--- src/rtl/fetch_sequencer.sv ---
// Instruction-fetch controller: assembles big-endian 16-bit instructions from two
// byte reads, presents them under valid/ready and owns the PC (advance, redirect, fault).
module fetch_sequencer #(
  parameter int                ADDR_W    = 16,
  parameter int                MEM_DEPTH = 128,
  parameter logic [ADDR_W-1:0] RESET_PC  = 16'h0000
) (
  input  logic              Clock,
  input  logic              ResetN,
  input  logic              Enable,
  output logic [ADDR_W-1:0] MemAddr,
  output logic              MemRdEn,
  input  logic [7:0]        MemRdData,
  input  logic              Redirect,
  input  logic [ADDR_W-1:0] RedirectPC,
  output logic [15:0]       Instruction,
  output logic [ADDR_W-1:0] InstrPC,
  output logic              InstrValid,
  input  logic              InstrReady,
  output logic              AddrFault,
  output logic [15:0]       FetchCount
);

  localparam logic [ADDR_W-1:0] MAX_PC = ADDR_W'(MEM_DEPTH - 2);

  typedef enum logic [2:0] {
    ST_IDLE,
    ST_HI,
    ST_LO,
    ST_DONE,
    ST_WAIT,
    ST_FAULT
  } state_e;

  state_e              state_q, state_d;
  logic [ADDR_W-1:0]   pc_q, pc_d;
  logic [7:0]          hi_q, hi_d;
  logic [15:0]         instr_q, instr_d;
  logic [ADDR_W-1:0]   instrPc_q, instrPc_d;
  logic                valid_q, valid_d;
  logic [15:0]         count_q, count_d;
  logic                legal;

  assign legal = (pc_q[0] == 1'b0) && (pc_q <= MAX_PC);

  always_ff @(posedge Clock) begin
    if (!ResetN) begin
      state_q   <= ST_IDLE;
      pc_q      <= RESET_PC;
      hi_q      <= '0;
      instr_q   <= '0;
      instrPc_q <= '0;
      valid_q   <= 1'b0;
      count_q   <= '0;
    end else begin
      state_q   <= state_d;
      pc_q      <= pc_d;
      hi_q      <= hi_d;
      instr_q   <= instr_d;
      instrPc_q <= instrPc_d;
      valid_q   <= valid_d;
      count_q   <= count_d;
    end
  end

  // Memory data arrives one cycle after the strobe, so the high byte is taken in LO
  // and the low byte in DONE.
  always_comb begin
    state_d   = state_q;
    pc_d      = pc_q;
    hi_d      = hi_q;
    instr_d   = instr_q;
    instrPc_d = instrPc_q;
    valid_d   = valid_q;
    count_d   = count_q;
    case (state_q)
      ST_IDLE: begin
        if (Enable) state_d = legal ? ST_HI : ST_FAULT;
      end
      ST_HI: state_d = ST_LO;
      ST_LO: begin
        hi_d    = MemRdData;
        state_d = ST_DONE;
      end
      ST_DONE: begin
        instr_d   = {hi_q, MemRdData};
        instrPc_d = pc_q;
        valid_d   = 1'b1;
        state_d   = ST_WAIT;
      end
      ST_WAIT: begin
        if (InstrReady) begin
          valid_d = 1'b0;
          pc_d    = pc_q + ADDR_W'(2);
          count_d = count_q + 16'd1;
          state_d = ST_IDLE;
        end
      end
      ST_FAULT: ;
      default: state_d = ST_IDLE;
    endcase
    // A concurrent accept still counts; only the PC choice is overridden.
    if (Redirect) begin
      pc_d    = RedirectPC;
      valid_d = 1'b0;
      hi_d    = '0;
      state_d = ST_IDLE;
    end
  end

  always_comb begin
    MemRdEn = (state_q == ST_HI) || (state_q == ST_LO);
    MemAddr = (state_q == ST_LO) ? pc_q + ADDR_W'(1) : pc_q;
  end

  assign Instruction = instr_q;
  assign InstrPC     = instrPc_q;
  assign InstrValid  = valid_q;
  assign AddrFault   = (state_q == ST_FAULT);
  assign FetchCount  = count_q;

endmodule

--- config.mk ---
export PLATFORM = sky130hd
export DESIGN_NAME = fetch_sequencer
export DESIGN_NICKNAME = d
export VERILOG_FILES = /design/src/rtl/fetch_sequencer.sv
export SDC_FILE = /design/constraint.sdc
export NUM_CORES = 1
export LEC_CHECK = 0
export CAP_MARGIN = 20
export CORE_MARGIN = 4
export CORE_UTILIZATION = 48
export CTS_CLUSTER_SIZE = 20
export DETAILED_ROUTE_END_ITERATION = 16
export MAX_ROUTING_LAYER = met4
export PLACE_DENSITY_LB_ADDON = 0.25
export SETUP_SLACK_MARGIN = 0.4
export SYNTH_ARGS = -nofsm -noshare
export SYNTH_HDL_FRONTEND = slang
export SYNTH_SLANG_ARGS = --single-unit
export TNS_END_PERCENT = 20
--- constraint.sdc ---
create_clock -name Clock -period 3.6 [get_ports Clock]
set_input_delay 0.36 -clock Clock [delete_from_list [all_inputs] [get_ports Clock]]
set_output_delay 0.36 -clock Clock [all_outputs]
set_load 0.01 [all_outputs]
* Word level (Yosys, flattened, before mapping) *
Index checks and enable logic that the tools add are counted.

storage, ports and cells
  bits in registers = 76
  input port bits = 29
  output and inout bits = 67
  logic and storage cells = 42

operators by class
  add/sub/neg operators = 3
  $lt $le $gt $ge = 1
  equal/unequal tests = 7
  muxes and demuxes = 10
  bitwise logic cells = 3
  reductions and logical operators = 11

operators by type and width
  cell                   number
  $mux 16                4
  $add 16x1->16 const B  2
  $pmux 3 s6             1
  $add 16x2->16 const B  1
  $le 16x7->1 const B    1
  $mux 3                 3
  $eq 3x2->1 const B     2
  $eq 3x3->1 const B     2
  $reduce_and 2->1       3
  $reduce_bool 2->1      3
  $ne 2x2->1 const B     2
  $eq 3x1->1 const B     1
  $logic_not 3->1        1
  $not 1->1              3
  $reduce_and 3->1       1
  $pmux 1 s2             1
  $reduce_or 2->1        1
  $logic_and 1x1->1      1
  $logic_or 1x1->1       1
  $mux 1                 1

* Longest topological paths before layout *
Gate-level depths: netlist of the first run.

  word-level depth = 5
  mapped depth = 7
  gate-level depth less buffers = 5

* Least setup slack after synthesis of the first run *
OpenSTA, ideal clock, no wires.

  path type = register -> output
  start = reg pc_q[2]
  end = out MemAddr[15]
  arrival = 1.834 ns
  required time = 3.240 ns
  setup slack = 1.406 ns
  cell stages (with the launch flop) = 7
  buffers on the path = 1
  cells stage by stage = dfxtp_1 ha_1 nand3_2 or4_1 buf_2 nor3_2 xor2_1

between the ends
  longest elaborated chain between the ends = 2

RTL lines
  what                    line  RTL
  start, declared         36    logic [ADDR_W-1:0] pc_q, pc_d;
  start signal, assigned  57    pc_q <= pc_d;
  $add 16x1->16           113   MemAddr = (state_q == ST_LO) ? pc_q + ADDR_W'(1) : pc_q;
  $mux 16                 113
  end, declared           11    output logic [ADDR_W-1:0] MemAddr,

Every way passes these cells.

* Final worst setup path of the first run *
Ends and elaborated chain as after synthesis.

==> results of run 1 <==
[area by class of cell]
type | instances | area (µm²)
timing repair buffer | 101 | 996
fill | 580 | 2290
tap | 96 | 120
sequential | 76 | 1520
clock buffer | 10 | 138
inverter | 3 | 11.3
multi-input combinational | 326 | 1810
clock inverter | 4 | 51.3
[flip-flops by register name, summed over array words and instances (netlist names)]
name and flops:
InstrValid 1, pc_q 16, state_q 3, Instruction 16
hi_q 8, FetchCount 16, InstrPC 16
[worst reg2reg max path, stage by stage, from the launching register on]
cell                       delay, ns
sky130_fd_sc_hd__dfxtp_1        0.52
sky130_fd_sc_hd__and4bb_2       0.54
sky130_fd_sc_hd__nand3_2        0.19
sky130_fd_sc_hd__or4_1          0.43
sky130_fd_sc_hd__a31oi_1        0.18
[power by group]
group | internal, mW | switching [mW] | leakage (nW)
logic | 0.0823 | 0.0711 | 0.875
clock network | 0.332 | 0.305 | 0.0942
registers | 0.856 | 0.0314 | 0.617
total | 1.27 | 0.408 | 1.59
[Yosys cell counts, drive strengths merged]
library cell	instances
o31ai	2
nand2b	6
nor2b	1
nand4	13
a21o	1
or3	3
a32oi	1
nor2	23
a21oi	53
mux2i	7
xnor2	16
nor3	9
and4	3
o21ai	14
dfxtp	76
nand2	108
a311o	1
ha	3
and3	2
inv	3
nand4bb	1
clkbuf	22
o211ai	1
xor2	19
nor3b	2
nand3	15
or4	5
a31oi	3
nand3b	1
a211oi	2
nor4	4
buf	14
and4bb	1
or2	3
and2	3
[stage by stage]
| stage | util | std cells |
|---|---|---|
| 2_1_floorplan | - | 441 |
| 3_3_place_gp | 0.642 | 602 |
| 3_5_place_dp | 0.642 | 602 |
| 4_1_cts | 0.669 | 616 |
| 5_1_grt | 0.670 | 616 |
| 6_report | 0.670 | 616 |
[routing by layer]
layer  track usage  wire length, µm
met1         0.260             3860
met2         0.347             4250
met3        0.0571              759
met4        0.0891              107
met5             -                0
[repair_timing]
action | in CTS | in global routing
setup endpoints to repair | 5 | 5
resized for setup | 1 | 2
endpoints found under the hold margin | 0 | 0
[cell families after synthesis]
logic type | after synthesis | synth area share
buf+inv | 39 | 0.0466
flops | 76 | 0.436
compound gates | 78 | 0.120
mux | 7 | 0.0201
simple gates | 203 | 0.279
fa+ha+maj | 3 | 0.0108
xor+xnor | 35 | 0.0879
[worst paths after layout]
check	from	endpoint	depth (start not counted)
max	pc_q[2]$_SDFFE_PN0P_	MemAddr[15]	6
min	hi_q[3]$_SDFFE_PP0P_	Instruction[11]$_SDFFE_PN0P_	2
max reg2reg	state_q[2]$_SDFFE_PP0P_	pc_q[12]$_SDFFE_PN0P_	4
min reg2reg	hi_q[3]$_SDFFE_PP0P_	Instruction[11]$_SDFFE_PN0P_	2
==> flow_summary_export.csv, run 1 <==
group,metric,value,unit
status,outcome,"finished, final reports clean",
yosys,post-synth-top-area-fraction,0.436,
clock_network,clock_tree.root_cell,"sky130_fd_sc_hd__clkbuf_8",
die,initial_core_util,0.502,
clock_network,cts_made_buffers,9,
critical_path,crit_path_start_kind,"flop",
job,max_cap_viol_count,0,
routing,drt_pass1_iterations,5,
critical_path,crit_required,3.24,ns
critical_path,worst-setup-path-type,"flop to primary output",
clock_network,post-cts-setup-buffers,0,
timing,final_critical_path_setup_slack,0.541,ns
power_and_ir_drop,total_power,1.68,mW
layout,area_growth_syn_to_layout,33.4,%
layout,drive_gt1_frac,0.0635,
routing,wl_per_cell,14.6,µm
global_route,first_global_vias,3206,
worst_hold_path,worstHoldPathType,"flop to flop",
yosys,library_cells_used_by_synthesis,42,
power_and_ir_drop,power.density_cell_area,361,mW/mm²
critical_path,slowest_cp_cell,"sky130_fd_sc_hd__or4_4",
clock_network,h-tree-depth,3,
placed_design,port_buffers,95,
routing,routed_wirelength,8980,µm
critical_path,crit_path_max_fanout,7,
critical_path,timing.critical_path.arrival,2.70,ns
placed_design,globalplace.congestion,0.895,
timing,worst_slew_pin_slew,0.946,ns
routing,detailroute.via_count,3291,
critical_path,worst-r2r-setup-slack,1.69,ns
power_and_ir_drop,worst_ir_drop_vdd,0.230,mV
yosys,mappedNetlistNets,473,
timing,rsz_0062_raised_after_global_routing,"false",
clock_network,clk_latency,0.34,ns
critical_path,critPathBufInv,1,
global_route,largest_net_degree_at_the_start_of_global_routing,34,
clock_network,clock_tree_from_tritoncts,"built",
routing,vias_per_cell,5.34,
die,dieWidth,93.3,µm
layout,layout_common_cells,"108 x sky130_fd_sc_hd__nand2_1, 95 x sky130_fd_sc_hd__clkdlybuf4s50_1, 75 x sky130_fd_sc_hd__dfxtp_1",
layout,n_antenna_cell,0,
global_route,antenna_found_initial,0,
timing,finalHoldViolCount,0,
timing,aggregate_negative_setup_slack,0,ns
layout,nNetsFinal,549,
yosys,number_of_standard_cells_after_synthesis,441,
timing,clock_tree_skew_after_final_layout,0.0105,ns
routing,detail_route.drc_violations,0,
timing,max_clock_freq,327,MHz
clock_network,cts-root-to-sink-buffers,2,
placed_design,preCtsSetupSlack,0.664,ns
die,ioPinCount,96,
timing,final_min_period_over_clock_period,0.850,
yosys,postSynthAreaPerCell,7.91,µm²
timing,timing.final.crit_period,3.06,ns
layout,layout.cells.most_common,"sky130_fd_sc_hd__nand2_1",
die,fp.dieArea,0.00870,mm²
critical_path,timing.critical_path.to_type,"primary output",
routing,postRouteAntennaNets,0,
critical_path,crit_path_max_incr_delay,0.60,ns
global_route,grt_first_pass_wirelength,14700,µm
die,dieHeight,93.3,µm
clock_network,cts-hold-fix-buffers,0,
power_and_ir_drop,static-leakage-power,1.59,nW
placed_design,dpl_cell_area,0.00446,mm²
timing,max-slew-margin-rel,0.368,
yosys,ys_warn_count,0,
layout,stdcell_area,0.00465,mm²
yosys,synth.ff_latch_count,76,
clock_network,cts.sinks,76,
timing,worst_hold_slack,0.442,ns
yosys,post_synth_main_area_contributors,"sky130_fd_sc_hd__dfxtp_1 44%, sky130_fd_sc_hd__nand2_1 12%, sky130_fd_sc_hd__a21oi_1 7.6%",
timing,finalSetupViolCount,0,
global_route,track_usage,0.217,
critical_path,crit_chain,"ha_2 -> nand3_2 -> or4_4 -> nor3_2 -> xor2_1 -> clkdlybuf4s50_1",
critical_path,critPathTopFamily,"simple AND/OR/NAND/NOR gates",
yosys,synth_largest_area_cell,"sky130_fd_sc_hd__dfxtp_1",
routing,first_iter_violations,163,
timing,timing.final.max_slew_violations,0,
yosys,yosysSeqAreaShare,0.436,
die,core_box_area,0.00694,mm²
yosys,post_synthesis_instance_area,0.00349,mm²
global_route,overflow,0,
clock_network,cts.clk_slew.worst_paths,0.08,ns
die,std_cell_rows,30,
placed_design,hpwlAfterDp,6430,µm
Power figures use the tool's default switching activity.
==> run 2: changes to the inputs <==
- clock period: 3.6 -> 3.1 ns (I/O delays scaled with it)
==> flow_summary_export.csv, run 2 (same netlist as run 1, synthesis figures left out) <==
group,metric,value,unit
status,outcome,"finished, final reports clean",
critical_path,crit_chain,"ha_2 -> nand3_2 -> or4_4 -> nor3_2 -> xor2_1 -> clkdlybuf4s50_1",
power_and_ir_drop,worst_ir_drop_vdd,0.313,mV
routing,detailroute.via_count,3291,
routing,vias_per_cell,5.30,
critical_path,crit_path_start_kind,"flop",
critical_path,cell_count_along_the_critical_path,6,
layout,layout_common_cells,"108 x sky130_fd_sc_hd__nand2_1, 94 x sky130_fd_sc_hd__clkdlybuf4s50_1, 76 x sky130_fd_sc_hd__dfxtp_1",
layout,drive_gt1_frac,0.0724,
worst_hold_path,holdCritStartpoint,"hi_q[0]$_SDFFE_PP0P_",
worst_hold_path,worst_hold_path.endpoint,"Instruction[8]$_SDFFE_PN0P_",
routing,drt_pass1_iterations,5,
critical_path,crit_path_max_incr_delay,0.55,ns
critical_path,crit_path_max_fanout,6,
timing,final_min_period_over_clock_period,0.913,
die,core_box_area,0.00694,mm²
global_route,grt_first_pass_wirelength,14300,µm
global_route,track_usage,0.214,
global_route,first_global_vias,2986,
layout,stdcell_area,0.00472,mm²
die,std_cell_rows,30,
global_route,grt.met1_usage,0.276,
critical_path,timing.critical_path.arrival,2.52,ns
routing,routed_wirelength,8940,µm
die,dieHeight,93.3,µm
power_and_ir_drop,share_seq_of_total_power,0.499,
timing,aggregate_negative_setup_slack,0,ns
power_and_ir_drop,total_power,2.06,mW
worst_hold_path,worstHoldPathType,"flop to flop",
routing,detail_route.drc_violations,0,
critical_path,worst_r2r_path_depth,4,
die,fp.dieArea,0.00870,mm²
placed_design,placed_cells_incl_taps,604,
power_and_ir_drop,clk_network_pwr_share,0.414,
timing,max-slew-margin-rel,0.578,
clock_network,cts.clk_slew.worst_paths,0.09,ns
timing,max_clock_freq,353,MHz
layout,finished_core_util,0.679,
timing,timing.final.max_slew_violations,0,
clock_network,clk_latency,0.34,ns
clock_network,clock_tree_from_tritoncts,"built",
power_and_ir_drop,static-leakage-power,1.63,nW
clock_network,clock_tree.root_cell,"sky130_fd_sc_hd__clkbuf_8",
job,max_cap_viol_count,0,
power_and_ir_drop,p_sw_frac,0.238,
layout,area_growth_syn_to_layout,35.2,%
worst_hold_path,worstHoldPathCells,2,
clock_network,cts.sinks,76,
timing,worst_slew_pin_slew,0.633,ns
clock_network,cts_made_buffers,9,
timing,rsz_0062_raised_after_global_routing,"true",
placed_design,preCtsSetupSlack,0.380,ns
layout,n_antenna_cell,0,
layout,layout.cells.most_common,"sky130_fd_sc_hd__nand2_1",
clock_network,cts-root-to-sink-buffers,2,
global_route,grt_util_met2,0.324,
power_and_ir_drop,combPwrFrac,0.087,
die,ioPinCount,96,
critical_path,crit_required,2.79,ns
layout,nNetsFinal,552,
global_route,largest_net_degree_at_the_start_of_global_routing,34,
routing,wl_per_cell,14.4,µm
timing,worst_hold_slack,0.454,ns
critical_path,critPathBufInv,1,
global_route,overflow,0,
critical_path,critPathTopFamily,"simple AND/OR/NAND/NOR gates",
timing,finalHoldViolCount,0,
layout,post_layout_nonfiller_instances,621,
critical_path,worst-setup-path-type,"flop to primary output",
placed_design,port_buffers,95,
power_and_ir_drop,power.density_cell_area,437,mW/mm²
die,dieWidth,93.3,µm
routing,first_iter_violations,156,
timing,finalSetupViolCount,0,
timing,timing.final.crit_period,2.83,ns
timing,final_critical_path_setup_slack,0.269,ns
critical_path,worst-r2r-setup-slack,1.14,ns
power_and_ir_drop,internal_power,1.57,mW
placed_design,hpwlAfterDp,6550,µm
die,initial_core_util,0.502,
global_route,antenna_found_initial,0,
critical_path,critical_path.reg2reg.startpoint,"state_q[2]$_SDFFE_PP0P_",
placed_design,globalplace.congestion,0.901,
placed_design,dpl_cell_area,0.00447,mm²
clock_network,h-tree-depth,3,
critical_path,timing.critical_path.to_type,"primary output",
global_route,top_usage_layer,"met2",
global_route,grt.met3_usage,0.0563,
timing,clock_tree_skew_after_final_layout,0.00807,ns
routing,postRouteAntennaNets,0,
power_and_ir_drop,power.switching,491,µW
critical_path,critical_path.reg2reg.endpoint,"pc_q[13]$_SDFFE_PN0P_",
clock_network,cts-hold-fix-buffers,0,
critical_path,slowest_cp_cell,"sky130_fd_sc_hd__clkdlybuf4s50_1",
==> run 2: worst max path at each step <==
stage                              start     endpoint  slack (ns)
floorplan           pc_q[2]$_SDFFE_PN0P_  MemAddr[15]        0.96
global placement    pc_q[1]$_SDFFE_PN0P_  MemAddr[15]        0.42
detailed placement  pc_q[1]$_SDFFE_PN0P_  MemAddr[13]        0.38
CTS                 pc_q[1]$_SDFFE_PN0P_  MemAddr[13]        0.25
global route        pc_q[2]$_SDFFE_PN0P_  MemAddr[13]        0.17
finish              pc_q[1]$_SDFFE_PN0P_  MemAddr[13]        0.27
==> run 2: worst register-to-register path, delay by kind of cell, from the launching register on <==
| family | cells | cell delay (ns) |
|---|---|---|
| DFF | 1 | 0.52 |
| AOI/OAI and AO/OA | 1 | 0.17 |
| and+or+nand+nor | 3 | 1.20 |
==> run 2: power by group through the flow <==
stage	clock network (mW)	logic, mW	registers [mW]
finish	0.855	0.180	1.03
global route	0.929	0.195	1.03
CTS	0.871	0.181	1.03
detailed placement	0	0.180	1.05
global placement	0	0.178	1.05
floorplan	0	0.109	1.03
==> run 2: what timing repair did <==
action | in CTS | in global routing
buffers inserted | 1 | 0
cloned | 0 | 0
pin swaps | 1 | 0
resized for setup | 3 | 1
setup endpoints to repair | 8 | 8
==> run 2: per-layer routing <==
layer | share of wire | up-vias
met5 | 0 | -
met4 | 0.011 | 0
met3 | 0.077 | 13
met2 | 0.48 | 128
met1 | 0.43 | 1500
li1 | - | 1650
==> run 2: layout make-up <==
cell class / count / area (µm²)
multi-input combinational: 326 / 1810
sequential: 76 / 1520
fill: 615 / 2230
inverter: 3 / 11.3
clock inverter: 6 / 95.1
clock buffer: 10 / 138
tap: 96 / 120
timing repair buffer: 104 / 1020
==> run 3: changes to the inputs <==
- CORE_ASPECT_RATIO: default -> 1.1
==> flow_summary_export.csv, run 3 (same netlist as run 1, synthesis figures left out) <==
group,metric,value,unit
critical_path,slowest_cp_cell,"sky130_fd_sc_hd__or4_4",
die,dieHeight,97.4,µm
layout,finished_core_util,0.662,
global_route,grt_first_pass_wirelength,15100,µm
placed_design,dpl_cell_area,0.00446,mm²
routing,detailroute.via_count,3322,
layout,n_antenna_cell,0,
placed_design,port_buffers,95,
global_route,first_global_vias,3161,
layout,stdcell_area,0.00466,mm²
layout,layout.cells.most_common,"sky130_fd_sc_hd__nand2_1",
critical_path,crit_chain,"nand3_2 -> or4_4 -> nor2_1 -> xor2_1 -> clkdlybuf4s50_1",
die,ioPinCount,96,
timing,timing.final.max_slew_violations,0,
critical_path,crit_path_start_kind,"flop",
critical_path,crit_required,2.79,ns
routing,routed_wirelength,9310,µm
die,fp.dieArea,0.00870,mm²
worst_hold_path,worstHoldPathType,"flop to flop",
die,core_box_area,0.00705,mm²
routing,vias_per_cell,5.44,
critical_path,timing.critical_path.arrival,2.60,ns
clock_network,clk_latency,0.37,ns
critical_path,critical_path.reg2reg.startpoint,"state_q[2]$_SDFFE_PP0P_",
layout,drive_gt1_frac,0.0722,
power_and_ir_drop,power.density_cell_area,414,mW/mm²
timing,max-slew-margin-rel,0.547,
job,max_cap_viol_count,0,
critical_path,crit_path_max_fanout,9,
timing,timing.final.crit_period,2.91,ns
timing,final_min_period_over_clock_period,0.937,
clock_network,clock_tree_from_tritoncts,"built",
routing,first_iter_violations,191,
layout,nNetsFinal,553,
clock_network,cts_made_buffers,9,
worst_hold_path,holdCritStartpoint,"hi_q[4]$_SDFFE_PP0P_",
layout,layout_common_cells,"108 x sky130_fd_sc_hd__nand2_1, 92 x sky130_fd_sc_hd__clkdlybuf4s50_1, 76 x sky130_fd_sc_hd__dfxtp_1",
routing,wl_per_cell,15.2,µm
routing,detail_route.drc_violations,0,
die,std_cell_rows,32,
clock_network,cts-root-to-sink-buffers,2,
critical_path,worst-setup-path-type,"flop to primary output",
clock_network,cts-hold-fix-buffers,0,
status,outcome,"finished, final reports clean",
timing,worst_slew_pin_slew,0.679,ns
global_route,track_usage,0.225,
timing,rsz_0062_raised_after_global_routing,"true",
power_and_ir_drop,static-leakage-power,1.63,nW
clock_network,h-tree-depth,3,
routing,drt_pass1_iterations,4,
critical_path,critPathBufInv,1,
die,initial_core_util,0.495,
placed_design,hpwlAfterDp,6720,µm
critical_path,critPathTopFamily,"simple AND/OR/NAND/NOR gates",
timing,finalHoldViolCount,0,
layout,area_growth_syn_to_layout,33.7,%
timing,aggregate_negative_setup_slack,0,ns
placed_design,preCtsSetupSlack,0.378,ns
timing,finalSetupViolCount,0,
timing,final_critical_path_setup_slack,0.195,ns
timing,max_clock_freq,344,MHz
die,dieWidth,89.3,µm
critical_path,crit_path_max_incr_delay,0.59,ns
clock_network,clock_tree.root_cell,"sky130_fd_sc_hd__clkbuf_8",
timing,clock_tree_skew_after_final_layout,0.0112,ns
global_route,antenna_found_initial,0,
routing,postRouteAntennaNets,0,
global_route,largest_net_degree_at_the_start_of_global_routing,34,
critical_path,critPathLaunch,"pc_q[3]$_SDFFE_PN0P_",
placed_design,globalplace.congestion,0.894,
power_and_ir_drop,total_power,1.93,mW
power_and_ir_drop,worst_ir_drop_vdd,0.213,mV
global_route,overflow,0,
clock_network,cts.clk_slew.worst_paths,0.09,ns
critical_path,timing.critical_path.to_type,"primary output",
clock_network,cts.sinks,76,
## run 3: layer usage
metal | vias up | GRT usage | share of wire
met5 | - | - | 0
met4 | 0 | 0.0813 | 0.018
met3 | 15 | 0.0483 | 0.060
met2 | 108 | 0.333 | 0.47
met1 | 1545 | 0.302 | 0.45
li1 | 1654 | - | -
## run 3: cell type report
cell class	instances	area (µm²)
clock buffers	9	124
multi-input cells	326	1810
flip-flops and latches	76	1520
inverters	3	11.3
fillers	632	2380
well taps	85	106
clock inverters	7	57.6
repair buffers	105	1030
## run 3: final timing paths
check	to	slack, ns	depth (start not counted)
worst max-delay path	MemAddr[11]	0.19	5
worst max register to register	pc_q[13]$_SDFFE_PN0P_	1.14	4
worst min-delay path	Instruction[12]$_SDFFE_PN0P_	0.44	2
worst min register to register	Instruction[12]$_SDFFE_PN0P_	0.44	2
## run 3: through the flow
stage               cells  hold slack, ns
floorplan             441           0.432
global placement      593           0.437
detailed placement    593           0.443
CTS                   610           0.451
global route          611           0.480
finish                611           0.439
## run 3: where the power goes
| group | internal [mW] | total, mW | leakage (nW) | switching (mW) |
|---|---|---|---|---|
| logic | 0.0960 | 0.181 | 0.925 | 0.0854 |
| registers | 0.993 | 1.03 | 0.616 | 0.0375 |
| clock network | 0.303 | 0.718 | 0.0886 | 0.415 |
## run 3: what timing repair did
item,4_1_cts,5_1_grt
endpoints found under the setup margin,9,10
buffers inserted,1,1
gates cloned,0,0
gates resized for setup,3,2
pin swaps,1,1
## run 3: worst register-to-register path: stages, from the launching register on
cell and delay (ns):
sky130_fd_sc_hd__dfxtp_1 0.53, sky130_fd_sc_hd__and4bb_2 0.55, sky130_fd_sc_hd__nand4_1 0.21, sky130_fd_sc_hd__or4_1 0.45
sky130_fd_sc_hd__a31oi_1 0.16
